===== config.mk =====
export PLATFORM = sky130hd
export DESIGN_NAME = cache_line_controller
export DESIGN_NICKNAME = d
export VERILOG_FILES = /design/src/rtl/cache_pkg.sv /design/src/rtl/cache_tag_store.sv /design/src/rtl/cache_line_controller.sv
export SDC_FILE = /design/constraint.sdc
export NUM_CORES = 1
export LEC_CHECK = 0
export ABC_AREA = 1
export BUFFER_PORTS_ARGS = -buffer_cell sky130_fd_sc_hd__buf_2
export CAP_MARGIN = 5
export CORE_AREA = 2 2 253 255
export CTS_BUF_LIST = sky130_fd_sc_hd__clkbuf_4
export DETAILED_ROUTE_END_ITERATION = 12
export DIE_AREA = 0 0 255 257
export REMOVE_ABC_BUFFERS = 1
export SLEW_MARGIN = 20
export SYNTH_ARGS = -nofsm -noshare
export SYNTH_HDL_FRONTEND = slang
export SYNTH_SLANG_ARGS = --single-unit

===== constraint.sdc =====
create_clock -name clk -period 4.4 [get_ports clk]
set_clock_uncertainty 0.2 [all_clocks]
set_input_delay 0.44 -clock clk [delete_from_list [all_inputs] [get_ports clk]]
set_output_delay 0.44 -clock clk [all_outputs]
set_load 0.005 [all_outputs]

===== src/rtl/cache_pkg.sv =====
// Shared types and address-field helpers for the direct-mapped cache line controller.
// Address layout, from MSB to LSB: tag | index | word offset.
package cache_pkg;

  localparam int DEF_ADDR_WIDTH   = 16;
  localparam int DEF_BLCK_ADDR    = 4;
  localparam int DEF_NUM_OF_WORDS = 16;
  localparam int DEF_WORD_SIZE    = 16;
  localparam int DEF_LINE_ADDR    = 3;

  localparam int TAG_W        = DEF_ADDR_WIDTH - DEF_LINE_ADDR - DEF_BLCK_ADDR;
  localparam int NUM_OF_LINES = 2 ** DEF_LINE_ADDR;

  typedef enum logic [2:0] {
    ST_IDLE,
    ST_LOOKUP,
    ST_MEM_WRITE,
    ST_REFILL,
    ST_DONE
  } state_t;

  function automatic logic [DEF_BLCK_ADDR-1:0] addr_offset(input logic [DEF_ADDR_WIDTH-1:0] a);
    return a[DEF_BLCK_ADDR-1:0];
  endfunction

  function automatic logic [DEF_LINE_ADDR-1:0] addr_index(input logic [DEF_ADDR_WIDTH-1:0] a);
    return a[DEF_BLCK_ADDR +: DEF_LINE_ADDR];
  endfunction

  function automatic logic [TAG_W-1:0] addr_tag(input logic [DEF_ADDR_WIDTH-1:0] a);
    return a[DEF_ADDR_WIDTH-1 -: TAG_W];
  endfunction

  function automatic logic [DEF_ADDR_WIDTH-1:0] line_base(input logic [DEF_ADDR_WIDTH-1:0] a);
    return {a[DEF_ADDR_WIDTH-1:DEF_BLCK_ADDR], {DEF_BLCK_ADDR{1'b0}}};
  endfunction

endpackage


===== src/rtl/cache_tag_store.sv =====
// Valid/tag arrays for every line: combinational hit on the addressed index, write on fill.
// Valid bits clear asynchronously on reset; tag contents are meaningless until their valid bit is set.
module cache_tag_store
  import cache_pkg::*;
(
  input  logic                     clk,
  input  logic                     rst,
  input  logic [DEF_LINE_ADDR-1:0] index,
  input  logic [TAG_W-1:0]         tag,
  input  logic                     fill_en,
  output logic                     hit
);

  logic [NUM_OF_LINES-1:0] valid_q, valid_d;
  logic [TAG_W-1:0]        tag_q [NUM_OF_LINES];
  logic [TAG_W-1:0]        tag_d [NUM_OF_LINES];

  always_comb begin
    valid_d = valid_q;
    tag_d   = tag_q;
    if (fill_en) begin
      valid_d[index] = 1'b1;
      tag_d[index]   = tag;
    end
  end

  always_ff @(posedge clk or negedge rst) begin
    if (!rst) begin
      valid_q <= '0;
    end else begin
      valid_q <= valid_d;
    end
  end

  always_ff @(posedge clk) begin
    tag_q <= tag_d;
  end

  assign hit = valid_q[index] && (tag_q[index] == tag);

endmodule


===== src/rtl/cache_line_controller.sv =====
// Direct-mapped write-through, no-write-allocate controller sequencing external line blocks.
// Read hit 2 cycles after accept; misses and writes wait on mem_ack; CACHE_STATS_EN adds hit/miss counters.
module cache_line_controller
  import cache_pkg::*;
#(
  parameter int ADDR_WIDTH   = DEF_ADDR_WIDTH,
  parameter int BLCK_ADDR    = DEF_BLCK_ADDR,
  parameter int NUM_OF_WORDS = DEF_NUM_OF_WORDS,
  parameter int WORD_SIZE    = DEF_WORD_SIZE,
  parameter int LINE_ADDR    = DEF_LINE_ADDR
) (
  input  logic                              clk,
  input  logic                              rst,
  input  logic                              cpu_req,
  input  logic                              cpu_we,
  input  logic [ADDR_WIDTH-1:0]             cpu_addr,
  input  logic [WORD_SIZE-1:0]              cpu_wdata,
  output logic [WORD_SIZE-1:0]              cpu_rdata,
  output logic                              cpu_ready,
  output logic                              mem_req,
  output logic                              mem_we,
  output logic [ADDR_WIDTH-1:0]             mem_addr,
  output logic [WORD_SIZE-1:0]              mem_wdata,
  input  logic [WORD_SIZE*NUM_OF_WORDS-1:0] mem_rdata,
  input  logic                              mem_ack,
  output logic [LINE_ADDR-1:0]              line_sel,
  output logic [BLCK_ADDR-1:0]              blk_r_addr,
  input  logic [WORD_SIZE-1:0]              blk_q,
  output logic [WORD_SIZE*NUM_OF_WORDS-1:0] blk_w_block_data,
  output logic [WORD_SIZE-1:0]              blk_w_word_data,
  output logic                              blk_block_ready,
  output logic                              blk_new_word,
  output logic                              blk_new_block
`ifdef CACHE_STATS_EN
  ,
  output logic [31:0]                       hit_count,
  output logic [31:0]                       miss_count
`endif
);

  state_t                  state_q, state_d;
  logic                    we_q, we_d;
  logic [ADDR_WIDTH-1:0]   addr_q, addr_d;
  logic [WORD_SIZE-1:0]    wdata_q, wdata_d;
  logic [WORD_SIZE-1:0]    rdata_q, rdata_d;
  logic                    mem_req_q, mem_req_d;
  logic                    mem_we_q, mem_we_d;
  logic                    hit;
  logic                    fill_en;

  assign fill_en = (state_q == ST_REFILL) && mem_ack;

  cache_tag_store u_tag_store (
    .clk     (clk),
    .rst     (rst),
    .index   (addr_index(addr_q)),
    .tag     (addr_tag(addr_q)),
    .fill_en (fill_en),
    .hit     (hit)
  );

  always_ff @(posedge clk or negedge rst) begin
    if (!rst) begin
      state_q   <= ST_IDLE;
      we_q      <= 1'b0;
      addr_q    <= '0;
      wdata_q   <= '0;
      rdata_q   <= '0;
      mem_req_q <= 1'b0;
      mem_we_q  <= 1'b0;
    end else begin
      state_q   <= state_d;
      we_q      <= we_d;
      addr_q    <= addr_d;
      wdata_q   <= wdata_d;
      rdata_q   <= rdata_d;
      mem_req_q <= mem_req_d;
      mem_we_q  <= mem_we_d;
    end
  end

  always_comb begin
    state_d = state_q;
    case (state_q)
      ST_IDLE:      if (cpu_req) state_d = ST_LOOKUP;
      ST_LOOKUP:    state_d = we_q ? ST_MEM_WRITE : (hit ? ST_DONE : ST_REFILL);
      ST_MEM_WRITE: if (mem_ack) state_d = ST_DONE;
      ST_REFILL:    if (mem_ack) state_d = ST_LOOKUP;
      ST_DONE:      state_d = ST_IDLE;
      default:      state_d = ST_IDLE;
    endcase
  end

  // Memory handshake flops follow the next state so they drop the cycle after mem_ack.
  always_comb begin
    we_d      = we_q;
    addr_d    = addr_q;
    wdata_d   = wdata_q;
    rdata_d   = rdata_q;
    mem_req_d = (state_d == ST_MEM_WRITE) || (state_d == ST_REFILL);
    mem_we_d  = (state_d == ST_MEM_WRITE);
    if (state_q == ST_IDLE && cpu_req) begin
      we_d    = cpu_we;
      addr_d  = cpu_addr;
      wdata_d = cpu_wdata;
    end
    if (state_q == ST_LOOKUP && hit && !we_q) begin
      rdata_d = blk_q;
    end
  end

  always_comb begin
    cpu_ready        = (state_q == ST_DONE);
    cpu_rdata        = rdata_q;
    mem_req          = mem_req_q;
    mem_we           = mem_we_q;
    mem_addr         = '0;
    if (mem_req_q) mem_addr = mem_we_q ? addr_q : line_base(addr_q);
    mem_wdata        = wdata_q;
    line_sel         = addr_index(addr_q);
    blk_r_addr       = addr_offset(addr_q);
    blk_w_word_data  = wdata_q;
    blk_new_word     = (state_q == ST_LOOKUP) && we_q && hit;
    blk_block_ready  = blk_new_word;
    blk_new_block    = fill_en;
    blk_w_block_data = fill_en ? mem_rdata : '0;
  end

`ifdef CACHE_STATS_EN
  // A refill loops back into LOOKUP; only the first lookup of a request is counted.
  logic        revisit_q, revisit_d;
  logic [31:0] hit_cnt_q, hit_cnt_d;
  logic [31:0] miss_cnt_q, miss_cnt_d;
  logic        first_lookup;

  assign first_lookup = (state_q == ST_LOOKUP) && !revisit_q;

  always_comb begin
    revisit_d  = revisit_q;
    hit_cnt_d  = hit_cnt_q;
    miss_cnt_d = miss_cnt_q;
    if (state_q == ST_IDLE && cpu_req) revisit_d = 1'b0;
    if (fill_en) revisit_d = 1'b1;
    if (first_lookup && hit && hit_cnt_q != 32'hFFFF_FFFF) hit_cnt_d = hit_cnt_q + 32'd1;
    if (first_lookup && !hit && miss_cnt_q != 32'hFFFF_FFFF) miss_cnt_d = miss_cnt_q + 32'd1;
  end

  always_ff @(posedge clk or negedge rst) begin
    if (!rst) begin
      revisit_q  <= 1'b0;
      hit_cnt_q  <= '0;
      miss_cnt_q <= '0;
    end else begin
      revisit_q  <= revisit_d;
      hit_cnt_q  <= hit_cnt_d;
      miss_cnt_q <= miss_cnt_d;
    end
  end

  assign hit_count  = hit_cnt_q;
  assign miss_count = miss_cnt_q;
`endif

endmodule

; Word-level counts from Yosys, hierarchy flattened
; Cells that the tools add are included.
[op_classes]
bitwise = 2
magnitude_cmp = 4
n_mux = 19
n_reduce_logical = 12
n_eq_ne = 7
[ops]
columns = op, n
row1 = $mux W256, 1
row2 = $bwmux W72, 1
row3 = $bmux W9 S3, 1
row4 = $demux W9 S3, 1
row5 = $mux W9, 3
row6 = $mux W16, 1
row7 = $mux W3, 5
row8 = $eq A3 B2 Y1 const B, 4
row9 = $pmux W3 S4, 1
row10 = $eq A9 B9 Y1, 1
row11 = $logic_and A1 B1 Y1, 9
row12 = $or A8 B8 Y8, 1
row13 = $ge A4 B4 Y1 const B, 1
row14 = $lt A3 B4 Y1 const B, 1
row15 = $lt A4 B1 Y1 const B, 1
row16 = $mux W4, 1
row17 = $not A3 Y4, 1
row18 = $bmux W1 S3, 1
row19 = $demux W1 S3, 1
row20 = $eq A3 B1 Y1 const B, 1
row21 = $eq A3 B3 Y1 const B, 1
row22 = $ge A3 B1 Y1 const B, 1
row23 = $logic_not A3 Y1, 1
row24 = $mux W1, 2
row25 = other kinds (2), 2
[totals]
register_bits = 134
elab_cells = 60

; Longest topological paths before layout
; Gate-level depths: netlist (run 1).
[logic_depth]
depth_word = 11
ltp_mapped = 18
ltp_nobuf = 15

; Hierarchy
; From an unflattened synthesis (run 1), not the netlist that was laid out.
[unflattened]
cells_unflattened = 1195
area_unflattened_um2 = 9958.3
[by_module_without_submodules]
columns = module, seq_area_each_um2, instances, cells_per_inst, area_each_um2
row1 = cache_line_controller, 1351.3, 1, 839, 6401.1
row2 = cache_tag_store, 2362.3, 1, 356, 3557.2

; Least setup slack after synthesis (run 1)
; No wires, ideal clock.
[synth_timing]
path_kind = register to output
from = reg addr_q[4]
to = out blk_new_word
path_stages_with_launch = 14
t_arrival_ns = 1.816
setup_slack_ns = 1.944
path_buffers = 3
required_time_ns = 3.760
cell_sequence = dfrtp_1 > buf_2 > buf_6 > or2_0 > o211ai_1 > nand2_1 > nor2_1 > nand2_1 > nand2_1 > nand2_1 > nor2_2 > nand2_2 > nor3_1 > buf_4
[synth_between]
elab_chain_cells = 7
word_cells_on_any_way = 9
[synth_lines]
columns = element, line
row1 = start: declaration, cache_line_controller.sv:43  ; logic [ADDR_WIDTH-1:0] addr_q, addr_d;
row2 = start signal: assignment, cache_line_controller.sv:74  ; addr_q <= addr_d;
row3 = $not A3 Y4 (implied by the code), cache_tag_store.sv:39  ; assign hit = valid_q[index] && (tag_q[index] == tag);
row4 = $bmux W9 S3, cache_tag_store.sv:39
row5 = $mux W9 (implied by the code) (2 in series), cache_tag_store.sv:39
row6 = $eq A9 B9 Y1, cache_tag_store.sv:39
row7 = $logic_and A1 B1 Y1 (*), cache_tag_store.sv:39
row8 = $logic_and A1 B1 Y1 (*), cache_line_controller.sv:123  ; blk_new_word = (state_q == ST_LOOKUP) && we_q && hit;
row9 = end: declaration, cache_line_controller.sv:32  ; output logic blk_new_word,
; Mark *: on every way between the ends. The rest lies on a longest branch, timed or not. The select of a mux whose other input is x is not followed.

; Worst setup path in the final report (run 1)
[layout_timing]
from = reg addr_q[6]
to = out blk_new_word
; Same word-level chain as after synthesis.

==> results of run 1 <==
## how the worst max path moves through the flow
stage,cells after the start,startpoint,to
2_1_floorplan,8,state_q[2],u_tag_store.valid_q[1]
3_3_place_gp,13,addr_q[6],blk_block_ready
3_5_place_dp,13,addr_q[6],blk_new_word
6_report,13,addr_q[6],blk_new_word
4_1_cts,13,addr_q[6],blk_new_word
5_1_grt,13,addr_q[6],blk_new_word
## cells by family after synthesis
group / synth area share
AOI/OAI and AO/OA: 0.0412
muxes: 0.0284
buffers and inverters: 0.208
DFF: 0.468
and+or+nand+nor: 0.254
## cells in the final DEF, fill, tap and decap left out, drive strengths merged, types with 3 or more instances in the layout
master | Yosys | final
buf | 37 | 653
dfrtp | 62 | 62
dlygate4sd3 | 0 | 52
o211ai | 14 | 14
o21bai | 4 | 4
diode | 0 | 22
nand3 | 35 | 35
o21ai | 23 | 23
nor3 | 3 | 3
clkbuf | 34 | 19
a21oi | 14 | 14
edfxtp | 72 | 72
mux2 | 20 | 20
nand2 | 138 | 138
inv | 332 | 338
or2 | 9 | 9
nor2 | 321 | 321
clkinv | 0 | 5
## routing by layer
layer  share of wire  up-vias  track usage
li1                -     4521            -
met3            0.14      124       0.0826
met1            0.36     4169        0.162
met4           0.030       44       0.0731
met5          0.0057        -            0
met2            0.46      549        0.247
## metrics by stage
step	utilization	hold slack (ns)	setup WS, ns
after CTS	0.202	0.272	0.342
after detailed placement	0.190	0.245	1.02
after floorplan	-	-0.0556	-1.81
after global routing	0.203	0.302	0.196
final	0.203	0.276	0.533
after global placement	0.190	0.245	1.07
## area by class of cell
cell class                      count  area (um^2)
Clock buffer                       19          143
Multi-Input combinational cell    582         2580
Tap cell                          846         1060
Sequential cell                   134         3710
Fill cell                        7051        50000
Antenna cell                       22         55.1
Timing Repair Buffer              705         3830
Clock inverter                     13          121
Inverter                          332         1250
## worst max-delay path, stage by stage, from the launching register on
cell	delay, ns
dfrtp_1	0.61
inv_2	0.08
nor2_2	0.43
nand3_1	0.12
nand2_1	0.13
nor2_1	0.06
nand2_1	0.05
nand2_1	0.05
nor2_1	0.08
nand2_1	0.10
nor2_2	0.17
nand2_2	0.13
nor3_1	0.43
buf_2	0.21
## state kept, by name (all words and copies together) (netlist names)
register and count:
addr_q 16, blk_w_word_data 16, cpu_rdata 16, mem_req 1, mem_we 1, state_q 3
u_tag_store.tag_q 72, u_tag_store.valid_q 8, we_q 1
## power groups by stage
| stage | sequential (mW) | combinational (mW) | clock, mW |
|---|---|---|---|
| 2_1_floorplan | 1.92 | 1.05 | 0 |
| 3_3_place_gp | 1.93 | 2.03 | 0 |
| 3_5_place_dp | 1.93 | 2.04 | 0 |
| 4_1_cts | 1.91 | 2.08 | 0.815 |
| 5_1_grt | 1.95 | 2.31 | 0.868 |
| 6_report | 1.91 | 2.05 | 0.789 |
## repair_timing
item	in CTS	in global routing
endpoints found under the hold margin	114	0
endpoints found under the setup margin	0	0
buffers inserted	0	0
hold buffers	52	0
gates resized for setup	0	0
==> out/metrics.yaml, run 1 <==
synthArstFlopShare: 0.463
routed_via_density: 3.55
finalNonFillerCells: 2653
synthTopCellsByCount: "325 x inv_1, 315 x nor2_1, 135 x nand2_1, 72 x edfxtp_1, 62 x dfrtp_1"
power.internal_mw: 2.77
cts_max_level: 4
p_per_area_mw_per_mm2: 373
cts_root_buf: "clkbuf_4"
die_area_mm2: 0.0655
maxCapViolCount: 0
hold_class: "reg2reg"
initialDrtViolationCount: 629
syn_avg_cell_area_um2: 7.08
reg2reg_to: "u_tag_store.tag_q[31]"
status: "finished clean"
firstDrtPassIters: 5
p_comb_frac: 0.432
cp.required_ns: 3.76
clk_path_buf_depth: 2
syn_to_final_growth_pct: 60.9
final-hold-violation-count: 0
path_class: "reg2out"
power_switching_mw: 1.98
synth_area_leaders: "edfxtp_1 27%, dfrtp_1 20%, inv_1 15%, nor2_1 15%, nand2_1 6.4%"
core_mm2: 0.0627
synth_cells: 1119
grt_setup_unrepaired: "no"
grt_pass1_wl_um: 68700
setup_viol: 0
synth_area_mm2: 0.00793
finalCritPeriodShare: 0.879
startpoint_type: "register"
grt_pass1_vias: 8874
hold_end: "u_tag_store.valid_q[4]"
r2r_start: "state_q[2]"
max_freq_mhz: 259
cts_made_buffers: 17
dp_hpwl_um: 45000
grt_usage: 0.153
p_seq_frac: 0.402
cp_data_arrival_time_ns: 3.23
synth-edff-count: 72
io_buffer_count: 641
wl_per_cell_um: 19.6
fin_crit_ns: 3.87
dieWidth_um: 255
yosys_warnings: 0
layout.nets: 2081
cts.sinks: 134
relSlewSlack: 0.316
endpoint_kind: "primary output"
cts_tree: "built"
slew_viol_final: 0
hold_depth: 2
die_h_um: 257
synth_top_area_cell: "edfxtp_1"
drc: 0
yosys_most_used_dff: "edfxtp_1"
p_clk_frac: 0.166
clk-insertion-delay-late_ns: 0.57
p_sw_frac: 0.417
tightest_slew_ns: 1.02
dpl.cell_count: 2547
drtAntennaViolNets: 0
finalPower_mw: 4.76
routed_wl_um: 52100
num_vias: 9407
p_leak_nw: 7.88
min_from: "u_tag_store.valid_q[4]"
power.ir.vdd_worst_uv: 365
initial_core_util: 0.126
drive_above_1_share: 0.409
overflow: 0
ioPinCount: 642
ys_ff_latch: 134
place_area_mm2: 0.0119
netlist.area_leader.share: 0.273
clk_pin_slew_worst_paths_ns: 0.13
grt_max_degree: 141
reg2reg_setup_slack_ns: 1.50
yosys.cell_count.top_type: "inv_1"
row_count: 92
fin_area_mm2: 0.0128
antenna_found_initial: 77
worstPathMaxFanout: 11
seq_area_frac_synth: 0.468
r2r.worst_path.cells: 7
globalplace.congestion: 0.815
setup-tns-final_ns: 0
synth.distinct_cells: 27
Note: power is estimated with default switching activity, not from simulation.
==> inputs of run 2 (changes only) <==
Settings changed: BUFFER_PORTS_ARGS -buffer_cell sky130_fd_sc_hd__buf_2 to unset, CORE_AREA 2 2 253 255 to 2 2 251 253, DIE_AREA 0 0 255 257 to 0 0 253 255, DONT_BUFFER_PORTS set to 1.
==> run 2 against run 1 <==
  * Register-to-register slack got worse by 0.15 ns
  * Setup slack improved by 0.33 ns
  * Design area fell by 26%
  * First-iteration DRC count fell by 2.2%
  * Clock power rose by 10%
  * Critical path type unchanged
==> out/metrics.yaml, run 2 (synthesis results as in run 1) <==
final_common_cell: "inv_1"
layout_common_cells: "325 x inv_1, 314 x nor2_1, 134 x nand2_1"
final-hold-violation-count: 0
num_vias: 7246
relSlewSlack: 0.308
cts_made_buffers: 17
setup_ws_ns: 0.868
p_per_area_mw_per_mm2: 474
core_mm2: 0.0622
ff_latch_area_mm2: 0.00371
n_fill_cell: 7086
finalCritPeriodShare: 0.803
clk_path_buf_depth: 2
clk-insertion-delay-late_ns: 0.56
dp_hpwl_um: 44200
drive_above_1_share: 0.0762
cts-resized-gates: 0
dieWidth_um: 253
drc: 0
maxCapViolCount: 0
r2r.worst_path.cells: 7
clk_pin_slew_worst_paths_ns: 0.15
cp_data_arrival_time_ns: 2.89
syn_to_final_growth_pct: 19.5
die_h_um: 255
io_buffer_count: 0
wl_per_cell_um: 26.3
layout.nets: 1438
top_register: "u_tag_store.tag_q"
cts_root_buf: "clkbuf_4"
overflow: 0
grt_pass1_wl_um: 62400
power.ir.vdd_worst_uv: 430
cts_tree: "built"
row_count: 92
cpMaxStageDelayCell: "dfrtp_1"
r2r_start: "state_q[2]"
drtAntennaViolNets: 0
globalplace.congestion: 0.813
max_freq_mhz: 283
initial_core_util: 0.128
worstPathMaxFanout: 11
multi_input_area_mm2: 0.00258
cp.required_ns: 3.76
path_class: "reg2out"
startpoint_type: "register"
die_area_mm2: 0.0645
ioPinCount: 642
tightest_slew_ns: 1.03
crit_chain: "inv_2 > nor2_2 > nand3_1 > nand2_1 > nor2_1 > nand2_1 > nand2_1 > nor2_1 > nand2_1 > nor2_2 > nand2_2 > nor3_1 > buf_4"
fin_crit_ns: 3.53
hold_class: "in2async"
cts.sinks: 134
status: "finished clean"
crit_start: "addr_q[6]"
path_common_cell: "nand2_1"
grt_usage: 0.150
slew_viol_final: 0
finalPower_mw: 4.50
grt_setup_unrepaired: "no"
routed_via_density: 3.73
grt_max_degree: 183
grt_pass1_vias: 6649
p_leak_nw: 4.96
routed_wl_um: 51100
setup_viol: 0
cts_max_level: 4
place_ws_ns: 1.26
cpPeakStageDelay_ns: 0.69
initialDrtViolationCount: 615
largest_reg_flops: 72
antenna_found_initial: 35
endpoint_kind: "primary output"
firstDrtPassIters: 5
==> run 2: cell count changes in the layout (fill, tap and decap cells not counted), sizes merged <==
cell | previous run | this run
diode | 22 | 3
clkinv | 5 | 3
inv | 338 | 342
buf | 653 | 10
clkbuf | 19 | 17
==> run 2: final timing paths <==
| path | slack [ns] | end |
|---|---|---|
| max reg2reg | 1.35 | u_tag_store.tag_q[28] |
| max in group asynchronous | 3.46 | mem_we |
| max | 0.87 | blk_block_ready |
| min | 0.22 | blk_w_word_data[1] |
| min in group clk | 0.28 | u_tag_store.valid_q[0] |
| min reg2reg | 0.28 | u_tag_store.valid_q[0] |
==> run 2: what timing repair did <==
| item | CTS | global route |
|---|---|---|
| setup buffers | 0 | 0 |
| hold buffers | 53 | 0 |
| endpoints found under the hold margin | 116 | 0 |
==> run 2: cell type report <==
type                    instances  area share
diodes                          3    0.000792
multi-input cells             582       0.273
flip-flops and latches        134       0.392
clock buffers                  17      0.0135
clock inverters                15      0.0165
repair buffers                 62      0.0676
inverters                     332       0.132
well taps                     799       0.105
==> run 2: where the power goes <==
group | switching [mW] | internal (mW)
clock | 0.562 | 0.306
sequential | 0.426 | 1.63
combinational | 1.08 | 0.489
==> run 2: per-layer routing <==
layer	vias to the layer above	wire (um)	global-route usage
met5	-	253	0
met4	38	1980	0.0563
met3	112	7330	0.0872
met2	540	24400	0.260
met1	3355	17200	0.150
li1	3201	-	-
==> run 2: worst max-delay path, delay by kind of cell (launching register included) <==
family                 cells  cell delay, ns
DFF                        1            0.69
and+or+nand+nor           11            1.37
buffers and inverters      2            0.27
==> run 2: through the flow <==
step / util / area, um^2 / setup TNS [ns] / instances / hold WS, ns
3_3_place_gp: 0.139 / 8630 / 0 / 1856 / -0.0539
6_report: 0.152 / 9480 / 0 / 1944 / 0.223
5_1_grt: 0.152 / 9470 / 0 / 1942 / 0.191
2_1_floorplan: - / 7530 / -382.96 / 1048 / -0.0556
4_1_cts: 0.152 / 9470 / 0 / 1941 / 0.151
3_5_place_dp: 0.139 / 8630 / 0 / 1856 / -0.0539
==> inputs of run 3 (changes only) <==
Settings changed: ABC_AREA 1 to 0, CORE_AREA 2 2 251 253 to 2 2 249 251, DIE_AREA 0 0 253 255 to 0 0 251 253.
Clock period 4.4 ns to 3.61 ns, I/O delays scaled along.
==> run 3 against run 2 <==
  * Cell count down 23%
  * Clock-buffer cell count unchanged
  * Largest power group unchanged
  * Worst hold slack worse by 0.10 ns
  * Sequential cell count unchanged
  * Critical endpoint is now blk_new_word
  * Core utilization down 0.37 points
  * Setup slack worse by 0.73 ns
  * Sequential power up 25%
  * Synthesized cell count down 44%
  * Design area down 4.2%
==> out/metrics.yaml, run 3 <==
status: "finished clean"
reg2reg_setup_slack_ns: 0.51
endpoint_kind: "primary output"
grt_max_degree: 139
p_leak_nw: 3.28
n_fill_cell: 6790
reg2reg_to: "cpu_rdata[6]"
setup_ws_ns: 0.140
whs_ns: 0.118
drive_above_1_share: 0.208
synth_area_mm2: 0.00734
netlist.area_leader.share: 0.295
tightest_slew_ns: 1.02
synth_cells: 630
num_vias: 5585
synth_mux_area_frac: 0.142
r2r.worst_path.cells: 10
dieWidth_um: 251
maxCapViolCount: 0
dp_hpwl_um: 42600
hold_depth: 3
max_freq_mhz: 288
drc: 0
grt_usage: 0.145
synth_fa_ha_area_frac: 0
clk_path_buf_depth: 2
yosys_most_used_dff: "edfxtp_1"
grt_busiest_layer: "met2"
grtUsageMet3: 0.147
multi_input_area_mm2: 0.00328
wl_per_cell_um: 33.0
fin_area_mm2: 0.00908
clk-insertion-delay-late_ns: 0.57
fin_crit_ns: 3.47
die_h_um: 253
drtAntennaViolNets: 0
synthArstFlopShare: 0.463
yosys_warnings: 0
p_per_area_mw_per_mm2: 629
initialDrtViolationCount: 397
grt_pass1_vias: 5376
cp.required_ns: 3.05
syn_avg_cell_area_um2: 11.6
synth_top_area_cell: "edfxtp_1"
startpoint_type: "register"
synth_area_leaders: "edfxtp_1 29%, and2_1 23%, dfrtp_1 21%, mux2_2 7.8%, buf_4 2.6%"
power.ir.vdd_worst_uv: 440
path_class: "reg2out"
post-route-util: 0.149
firstDrtPassIters: 5
yosys.cell_count.top_type: "and2_1"
grt_pass1_wl_um: 58300
syn_to_final_growth_pct: 23.8
synth_top_family_by_area: "simple AND/OR/NAND/NOR gates"
ioPinCount: 642
ys_ff_latch: 134
overflow: 0
relSlewSlack: 0.316
synth.distinct_cells: 44
ff_latch_area_mm2: 0.00372
worstPathMaxFanout: 7
cts_root_buf: "clkbuf_4"
cts_tree: "built"
io_buffer_count: 0
synthTopCellsByCount: "268 x and2_1, 72 x edfxtp_1, 62 x dfrtp_1, 51 x mux2_2, 35 x clkbuf_1"
place_ws_ns: 0.428
layout.nets: 965
synth-edff-count: 72
setup_viol: 0
synth_compound_gate_area_share: 0.0220
synth_xor_area_frac: 0.00955
cts_made_buffers: 17
clk_pin_slew_worst_paths_ns: 0.14
routed_wl_um: 49100
cts.sinks: 134
met2_usage: 0.233
seq_area_frac_synth: 0.506
hold_end: "u_tag_store.tag_q[69]"
min_from: "mem_ack"
r2r_start: "addr_q[4]"
die_area_mm2: 0.0635
final_common_cell: "and2_1"
cts_max_level: 4
largest_reg_flops: 72
row_count: 91
layout_common_cells: "268 x and2_1, 72 x edfxtp_1, 60 x dfrtp_1"
finalCritPeriodShare: 0.961
place_area_mm2: 0.00811
final-hold-violation-count: 0
yosys.area_share.simple: 0.268
slew_viol_final: 0
initial_core_util: 0.120
routed_via_density: 3.75
globalplace.congestion: 0.897
core_mm2: 0.0610
met1_usage: 0.133
cp_data_arrival_time_ns: 2.91
hold_class: "in2reg"
top_register: "u_tag_store.tag_q"
antenna_found_initial: 116
-- run 3: changes by cell type after synthesis, sizes merged, moves of 11 or more --
cell	delta
and2	+268
nor2	-315
mux2i	+15
o21ai	-20
mux2	+40
inv	-330
nand2	-134
nand3	-35
o211ai	-14
a21oi	-11
-- run 3: per-stage QoR --
step | setup TNS (ns) | power (mW) | cells
floorplan | -190.68 | 3.90 | 564
detailed placement | 0 | 4.71 | 1368
CTS | 0 | 5.67 | 1454
global route | -0.129 | 6.10 | 1473
finish | 0 | 5.71 | 1488
global placement | 0 | 4.65 | 1368
-- run 3: kinds of logic (layout without fill, tap and decap cells) --
group | after synthesis | in the layout
compound gates | 23 | 23
xor+xnor | 8 | 8
buf+inv | 68 | 107
flops | 134 | 134
mux | 83 | 83
other cells | 0 | 29
simple gates | 314 | 314
-- run 3: what timing repair did --
item                                   CTS  global route
endpoints found under the hold margin  116             0
hold buffers                            53             0
setup endpoints to repair                2             3
setup buffers                            1             3
cloned                                   0             2
gates resized for setup                  2             9
pin swaps                                0             3
-- run 3: cell type report --
class | count | area share
diodes | 29 | 0.00799
clock buffers | 17 | 0.0141
clock inverters | 15 | 0.0110
inverters | 2 | 0.00138
multi-input cells | 428 | 0.361
flip-flops and latches | 134 | 0.409
well taps | 790 | 0.109
repair buffers | 73 | 0.0861
-- run 3: worst max-delay path by stage --
stage / startpoint / to / slack, ns / cells after the start
2_1_floorplan: state_q[2] / u_tag_store.tag_q[54] / -1.42 / 5
3_3_place_gp: addr_q[4] / cpu_rdata[7] / 0.49 / 9
3_5_place_dp: addr_q[4] / cpu_rdata[9] / 0.43 / 9
4_1_cts: addr_q[4] / blk_new_word / 0.03 / 8
5_1_grt: addr_q[4] / blk_new_word / -0.06 / 8
6_report: addr_q[4] / blk_new_word / 0.14 / 9
-- run 3: metal layers --
layer | up-vias | share of wire | wire length (um)
met3 | 164 | 0.21 | 10100
met2 | 526 | 0.45 | 22200
met4 | 92 | 0.015 | 722
met5 | - | 0.012 | 584
met1 | 2615 | 0.32 | 15500
li1 | 2188 | - | -
-- run 3: worst max-delay path, stage by stage, from the launching register on --
cell and delay, ns:
dfrtp_4 0.55, buf_6 0.17, clkbuf_16 0.16, mux2_2 0.34, o22ai_2 0.12, a221oi_2 0.06
xnor2_1 0.29, nand4_4 0.20, nor4_2 0.25, buf_4 0.19
-- run 3: report_power, final --
part	internal, mW	switching [mW]
Combinational	1.05	1.23
Sequential	2.05	0.520
Clock	0.272	0.589
Total	3.37	2.34
